File: src/rtl/acslip_ctrl_if.sv
// Slip handshake between the clock-slip controller and the RX FIFO.
// The controller drives the request and its direction; the FIFO answers with ack.
interface acslip_ctrl_if;
  logic slip_req;
  logic slip_dir;
  logic slip_ack;

  modport master (output slip_req, output slip_dir, input slip_ack);
  modport slave  (input slip_req, input slip_dir, output slip_ack);
endinterface

File: src/rtl/acslip_ctrl.sv
// I2S RX clock-slip controller: tracks I2S vs reference tick drift and requests
// one sample drop/insert on the RX FIFO when the drift reaches the threshold.
//
// state | meaning
// IDLE  | disabled; drift and overflow held at 0, ticks ignored
// TRACK | accumulating drift, comparing against threshold each edge
// REQ   | slip request outstanding, waiting for FIFO ack
// HOLD  | post-slip holdoff, accumulating without comparing
module acslip_ctrl #(
  parameter int DRIFT_WIDTH = 16,
  parameter int CNT_WIDTH   = 16
) (
  input  logic                   wbs_clk_i,
  input  logic                   acslip_rst,
  input  logic                   enable_i,
  input  logic                   i2s_tick_i,
  input  logic                   ref_tick_i,
  input  logic [DRIFT_WIDTH-1:0] thresh_i,
  input  logic [7:0]             holdoff_i,
  input  logic                   irq_clr_i,
  acslip_ctrl_if.master          fifo,
  output logic [DRIFT_WIDTH-1:0] drift_o,
  output logic [CNT_WIDTH-1:0]   ins_cnt_o,
  output logic [CNT_WIDTH-1:0]   drop_cnt_o,
  output logic                   slip_irq_o,
  output logic                   overflow_o
);

  // Two guard bits cover drift +/- an unsigned threshold plus one tick.
  localparam int EW = DRIFT_WIDTH + 2;

  typedef enum logic [1:0] {IDLE, TRACK, REQ, HOLD} state_t;

  state_t                 state_q, state_d;
  logic [DRIFT_WIDTH-1:0] drift_q, drift_d;
  logic [CNT_WIDTH-1:0]   ins_q, ins_d, drop_q, drop_d;
  logic [7:0]             hold_q, hold_d;
  logic                   dir_q, dir_d;
  logic                   ovf_q, ovf_d;
  logic                   irq_q, irq_d;
  logic                   irq_set;

  logic signed [EW-1:0]   drift_ext, thresh_ext, delta, base, sum;
  logic signed [EW-1:0]   drift_max, drift_min;
  logic [DRIFT_WIDTH-1:0] drift_sat;
  logic                   sat_hit;
  logic                   thr_on, hit_pos, hit_neg, ack_req;

  assign drift_max  = {3'b000, {(DRIFT_WIDTH-1){1'b1}}};
  assign drift_min  = {3'b111, {(DRIFT_WIDTH-1){1'b0}}};
  assign drift_ext  = {{2{drift_q[DRIFT_WIDTH-1]}}, drift_q};
  assign thresh_ext = {2'b00, thresh_i};

  assign thr_on  = (thresh_i != '0);
  assign hit_pos = thr_on && (drift_ext >= thresh_ext);
  assign hit_neg = thr_on && (drift_ext <= -thresh_ext);
  assign ack_req = (state_q == REQ) && fifo.slip_ack;

  always_comb begin
    delta = '0;
    if (i2s_tick_i && !ref_tick_i)
      delta = {{(EW-1){1'b0}}, 1'b1};
    else if (ref_tick_i && !i2s_tick_i)
      delta = '1;
  end

  // The ack cycle folds the threshold correction and the tick delta into one update.
  always_comb begin
    base = drift_ext;
    if (ack_req)
      base = dir_q ? (drift_ext - thresh_ext) : (drift_ext + thresh_ext);
    sum       = base + delta;
    drift_sat = sum[DRIFT_WIDTH-1:0];
    sat_hit   = 1'b0;
    if (sum > drift_max) begin
      drift_sat = drift_max[DRIFT_WIDTH-1:0];
      sat_hit   = 1'b1;
    end else if (sum < drift_min) begin
      drift_sat = drift_min[DRIFT_WIDTH-1:0];
      sat_hit   = 1'b1;
    end
  end

  always_comb begin
    state_d = state_q;
    drift_d = drift_q;
    ovf_d   = ovf_q;
    dir_d   = dir_q;
    hold_d  = hold_q;
    ins_d   = ins_q;
    drop_d  = drop_q;
    irq_set = 1'b0;
    if (!enable_i) begin
      state_d = IDLE;
      drift_d = '0;
      ovf_d   = 1'b0;
      hold_d  = '0;
    end else begin
      case (state_q)
        IDLE: begin
          state_d = TRACK;
          drift_d = '0;
          ovf_d   = 1'b0;
        end
        TRACK: begin
          drift_d = drift_sat;
          ovf_d   = ovf_q | sat_hit;
          if (hit_pos) begin
            state_d = REQ;
            dir_d   = 1'b1;
          end else if (hit_neg) begin
            state_d = REQ;
            dir_d   = 1'b0;
          end
        end
        REQ: begin
          drift_d = drift_sat;
          ovf_d   = ovf_q | sat_hit;
          if (fifo.slip_ack) begin
            irq_set = 1'b1;
            if (dir_q)
              drop_d = drop_q + CNT_WIDTH'(1);
            else
              ins_d = ins_q + CNT_WIDTH'(1);
            if (holdoff_i == 8'd0) begin
              state_d = TRACK;
            end else begin
              state_d = HOLD;
              hold_d  = holdoff_i;
            end
          end
        end
        HOLD: begin
          drift_d = drift_sat;
          ovf_d   = ovf_q | sat_hit;
          if (hold_q <= 8'd1) begin
            state_d = TRACK;
            hold_d  = '0;
          end else begin
            hold_d = hold_q - 8'd1;
          end
        end
        default: state_d = IDLE;
      endcase
    end
    irq_d = irq_set | (irq_q & ~irq_clr_i);
  end

  always_ff @(posedge wbs_clk_i or posedge acslip_rst) begin
    if (acslip_rst) begin
      state_q <= IDLE;
      drift_q <= '0;
      ovf_q   <= 1'b0;
      dir_q   <= 1'b0;
      hold_q  <= '0;
      ins_q   <= '0;
      drop_q  <= '0;
      irq_q   <= 1'b0;
    end else begin
      state_q <= state_d;
      drift_q <= drift_d;
      ovf_q   <= ovf_d;
      dir_q   <= dir_d;
      hold_q  <= hold_d;
      ins_q   <= ins_d;
      drop_q  <= drop_d;
      irq_q   <= irq_d;
    end
  end

  // Request decodes straight from the state register so reset drops it at once.
  assign fifo.slip_req = (state_q == REQ);
  assign fifo.slip_dir = dir_q;
  assign drift_o       = drift_q;
  assign ins_cnt_o     = ins_q;
  assign drop_cnt_o    = drop_q;
  assign slip_irq_o    = irq_q;
  assign overflow_o    = ovf_q;

endmodule
File: src/flat_wrapper.sv
// flat-port wrapper written by rule: the top's interface ports become plain ports
module acslip_ctrl_flat 
#(
  parameter int DRIFT_WIDTH = 16,
  parameter int CNT_WIDTH   = 16
)
  (wbs_clk_i, acslip_rst, enable_i, i2s_tick_i, ref_tick_i, thresh_i, holdoff_i, irq_clr_i, drift_o, ins_cnt_o, drop_cnt_o, slip_irq_o, overflow_o, fifo_slip_req, fifo_slip_dir, fifo_slip_ack);
  acslip_ctrl_if fifo_i ();
  input  logic wbs_clk_i;
  input  logic acslip_rst;
  input  logic enable_i;
  input  logic i2s_tick_i;
  input  logic ref_tick_i;
  input  logic [DRIFT_WIDTH-1:0] thresh_i;
  input  logic [7:0] holdoff_i;
  input  logic irq_clr_i;
  output logic [DRIFT_WIDTH-1:0] drift_o;
  output logic [CNT_WIDTH-1:0] ins_cnt_o;
  output logic [CNT_WIDTH-1:0] drop_cnt_o;
  output logic slip_irq_o;
  output logic overflow_o;
  output wire logic [$bits(fifo_i.slip_req)-1:0] fifo_slip_req;
  output wire logic [$bits(fifo_i.slip_dir)-1:0] fifo_slip_dir;
  input wire logic [$bits(fifo_i.slip_ack)-1:0] fifo_slip_ack;
  assign fifo_slip_req = fifo_i.slip_req;
  assign fifo_slip_dir = fifo_i.slip_dir;
  assign fifo_i.slip_ack = fifo_slip_ack;
  acslip_ctrl #(.DRIFT_WIDTH(DRIFT_WIDTH), .CNT_WIDTH(CNT_WIDTH)) u_core (.wbs_clk_i(wbs_clk_i), .acslip_rst(acslip_rst), .enable_i(enable_i), .i2s_tick_i(i2s_tick_i), .ref_tick_i(ref_tick_i), .thresh_i(thresh_i), .holdoff_i(holdoff_i), .irq_clr_i(irq_clr_i), .fifo(fifo_i), .drift_o(drift_o), .ins_cnt_o(ins_cnt_o), .drop_cnt_o(drop_cnt_o), .slip_irq_o(slip_irq_o), .overflow_o(overflow_o));
endmodule
File: config.mk
export PLATFORM = sky130hd
export DESIGN_NAME = acslip_ctrl_flat
export DESIGN_NICKNAME = d
export VERILOG_FILES = /design/src/rtl/acslip_ctrl_if.sv /design/src/rtl/acslip_ctrl.sv /design/src/flat_wrapper.sv
export SDC_FILE = /design/constraint.sdc
export NUM_CORES = 1
export LEC_CHECK = 0
export CAP_MARGIN = 20
export CORE_ASPECT_RATIO = 1.1
export CORE_UTILIZATION = 45
export DETAILED_ROUTE_END_ITERATION = 10
export PLACE_DENSITY = 0.79
export SYNTH_ARGS = -nofsm -noshare
export SYNTH_HDL_FRONTEND = slang
export SYNTH_SLANG_ARGS = --single-unit
File: constraint.sdc
create_clock -name wbs_clk_i -period 8.84 [get_ports wbs_clk_i]
set_input_delay 2.21 -clock wbs_clk_i [delete_from_list [all_inputs] [get_ports wbs_clk_i]]
set_output_delay 2.21 -clock wbs_clk_i [all_outputs]
set_load 0.1 [all_outputs]
==> key figures <==
Global route
  – Largest net degree at the start of global routing: 62
  – First-pass GRT wire length: 25800 um
  – GRT overflow: 0
  – Met1 Use GR: 30.9%
  – Antenna violations before repair: 0
  – M3 GR Usage: 2.81%
  – Via count of the first global-routing pass: 5363
  – Most used routing layer: met2
  – M2 GR Usage: 36.0%
  – GRT Total Usage: 22.4%

Synthesis
  – Main combinational cell family by area after synthesis: compound AO/OA/AOI/OAI gates
  – Sequential area share after synthesis: 24.4%
  – Post-synth EDFFs: 0
  – Area share of and/or/nand/nor cells after synthesis: 19.5%
  – Adder-cell share of the synthesized area: 16.6%
  – Post-synthesis mux area share: 1.66%
  – Yosys warnings: 0
  – Syn Area/Cell: 8.33 um^2
  – Post-Synth XOR/XNOR Area: 9.25%
  – Post-Syn Instances: 750
  – Asr flop ratio synth: 100%
  – Synth Flop Type: dfrtp_1
  – #FFs+latches synth: 61
  – Cell area after synthesis: 6250 um^2
  – Compound-gate portion of the synthesized area: 23.6%
  – Synth unique cells: 71
  – Synth Net Count: 862

Clock tree
  – Clk buf depth: 2
  – Clock Latency Late Sink: 330 ps
  – Post-CTS Hold Buffers: 0
  – # H-tree levels: 3
  – CTS Buf Count: 9
  – # resized after CTS: 0
  – Root Driver: clkbuf_16
  – Clock-pin slew on the worst setup and hold paths: 60 ps
  – CTS tree: yes
  – CTS Sinks: 61
  – Setup bufs post-CTS: 0

Setup path
  – Crit-path cells: clkdlybuf4s50_1 > inv_1 > ha_1 > inv_1 > a211oi_1 > o21ai_0 > a211o_1 > a21oi_1 > o41ai_1 > or4_1 > a31oi_1 > ha_1 > nand4_1 > nor2_1 > or4b_1 > a21oi_1 > nor4_1 > o31ai_1 > o211a_2 > o21ai_0
  – CP max stage delay: 550 ps
  – WP data required: 9020 ps
  – Crit path max fanout: 15
  – Bufs and invs on worst path: 3
  – Critical path's top delay family: compound AO/OA/AOI/OAI gates
  – Worst EP arrival: 7870 ps
  – Setup CP Type: primary input to register
  – CP startpoint kind: primary input
  – Crit-path slowest cell: clkdlybuf4s50_1
  – Setup crit end kind: register

Placed design
  – Post-DP Area: 7200 um^2
  – IO buf count: 82
  – GP Congestion: 0.930
  – Detailed placement HPWL: 12300 um

Timing
  – Crit share post-route: 86.9%
  – F_max: 130 MHz
  – Endpoints failing hold: 0
  – Clock skew: 6.62 ps
  – Slew @ Worst Pin: 1040 ps
  – Min Tclk post-route: 7680 ps
  – Fin. max-slew vios: 0
  – Relative slew slack: 30.1%
  – Final setup viols: 0
  – RSZ-0062 raised after global routing: false
  – Total negative slack: 0 ps
  – Fin Hold WS: 478 ps

Pwr
  – Leakage: 3.45 nW
  – Worst VDD drop: 112 uV
  – Power Density: 238 nW/um^2

Drt
  – Routed WL: 15400 um
  – DRT iter0 DRCs: 364
  – DRT Pass-1 Iters: 5
  – Drt drc: 0
  – Via density: 5.71
  – Average wire per standard cell: 15.2 um
  – Via count: 5786
  – Post-route ant nets: 0

Floorplan
  – Core Area: 13400 um^2
  – Std cell rows: 44
  – Die Y: 126 um
  – Die width: 114 um
  – IO Pins: 83
  – Die area: 14400 um^2
  – Initial Util: 46.7%

Finish
  – Area grow syn2layout: 19.8%
  – Finished Cell Area: 7480 um^2
  – Layout cells sized above 1: 4.95%
  – Commonest non-fill, non-tap cells in the layout: clkdlybuf4s50_1 (82), ha_1 (78), nand2_1 (63), dfrtp_1 (61), nor2_1 (59)
  – Most common cell after layout, fill and taps aside: clkdlybuf4s50_1
  – # nets final: 936
  – Number of diodes: 0

Job
  – # Max-Cap Violations: 0

Run status
  – Status: finished, final reports clean

Hold path
  – Hold/Removal Path Class: register to register
-- Yosys cell counts, types with 3 or more instances --
master / count / share of area (%)
nand2b_1: 10 / 1.0
a31oi_1: 3 / 0.30
and2_1: 7 / 0.70
xor2_1: 21 / 2.9
a21o_1: 19 / 2.3
nor2_1: 59 / 3.5
mux2_2: 3 / 0.54
dfrtp_1: 61 / 24
nor3b_1: 3 / 0.36
a22o_1: 7 / 0.98
a21oi_1: 54 / 4.3
xnor2_1: 45 / 6.3
nand4_1: 15 / 1.5
ha_1: 78 / 16
or4_1: 5 / 0.60
nand3b_1: 4 / 0.48
nand3_1: 18 / 1.4
and3_1: 6 / 0.60
or3_1: 5 / 0.50
nor3_1: 16 / 1.3
fa_1: 3 / 0.96
a211o_1: 5 / 0.70
mux2i_1: 7 / 1.1
o2bb2ai_1: 3 / 0.42
nand2_1: 63 / 3.8
o21ai_2: 7 / 0.98
a211oi_1: 14 / 1.7
o31ai_1: 11 / 1.3
o211ai_1: 10 / 1.2
clkbuf_1: 16 / 0.96
buf_6: 3 / 0.54
o21a_1: 7 / 0.84
nor4_1: 12 / 1.2
nor2b_1: 7 / 0.70
a2111oi_0: 6 / 0.84
o21bai_1: 7 / 0.84
inv_1: 53 / 3.2
o21ai_0: 35 / 2.8
-- per-stage QoR --
| step | cells | utilization [%] | worst slack, ps | total power, mW |
|---|---|---|---|---|
| after global routing | 1013 | 55.9 | 525 | 1.90 |
| final | 1013 | 55.9 | 1160 | 1.78 |
| after floorplan | 750 | - | 2050 | 1.21 |
| after detailed placement | 997 | 53.8 | 843 | 1.45 |
| after global placement | 997 | 53.8 | 1000 | 1.44 |
| after CTS | 1013 | 55.9 | 1180 | 1.77 |
-- area by class of cell --
class                      instances  area (um^2)
tap                              184          230
inverter                          54          203
fill                            1205         5900
clock inverter                     7         51.3
timing repair buffer              84          836
multi-input combinational        614         4410
clock buffer                       9          225
sequential                        61         1530
-- per-layer routing --
layer	part of all wire, %	up-vias	wire length (um)
li1	-	2882	-
met1	47	2705	7230
met2	46	178	7010
met3	5.1	21	787
met4	2.2	0	331
met5	0	-	0
-- flip-flops by register name, summed over array words and instances, names as in the netlist --
name,count
u_core.overflow_o,1
u_core.ins_cnt_o,16
u_core.slip_irq_o,1
u_core.drift_o,16
u_core.hold_q,8
u_core.state_q,2
u_core.drop_cnt_o,16
u_core.fifo.slip_dir,1
-- worst reg2reg max path: cells and delay by family, from the launching register on --
kind,cells,cell delay (ps)
compound gates,10,2800
simple gates,5,1490
fa+ha+maj,2,610
flops,1,450
buf+inv,1,110
-- kinds of logic (layout without fill, tap and decap cells) --
family                   Yosys count  after routing
AO/OA/AOI/OAI                    215            215
AND/OR/NAND/NOR                  242            242
multiplexers                      10             10
buffers and inverters             75            154
adder cells (fa/ha/maj)           81             81
XOR/XNOR                          66             66
flip-flops                        61             61
-- power breakdown --
| group | switching [mW] | total, mW | internal, mW | leakage, nW |
|---|---|---|---|---|
| registers | 0.0722 | 0.393 | 0.320 | 0.829 |
| logic | 0.706 | 1.07 | 0.362 | 2.49 |
| clock network | 0.127 | 0.317 | 0.190 | 0.132 |
| total | 0.905 | 1.78 | 0.872 | 3.45 |
-- worst paths after layout --
kind,start,to,cells past startpoint,slack [ps]
max reg2reg,u_core.drift_o[6]$_DFF_PP0_,u_core.drift_o[2]$_DFF_PP0_,18,3210
max in group asynchronous,acslip_rst,u_core.drift_o[3]$_DFF_PP0_,3,5950
min reg2reg,u_core.drop_cnt_o[15]$_DFFE_PP0P_,u_core.drop_cnt_o[15]$_DFFE_PP0P_,1,480
min,u_core.drop_cnt_o[15]$_DFFE_PP0P_,u_core.drop_cnt_o[15]$_DFFE_PP0P_,1,480
max,thresh_i[6],u_core.drift_o[2]$_DFF_PP0_,20,1160
min in group asynchronous,acslip_rst,u_core.drop_cnt_o[11]$_DFFE_PP0P_,3,2420
Note: power is estimated with default switching activity, not from simulation.
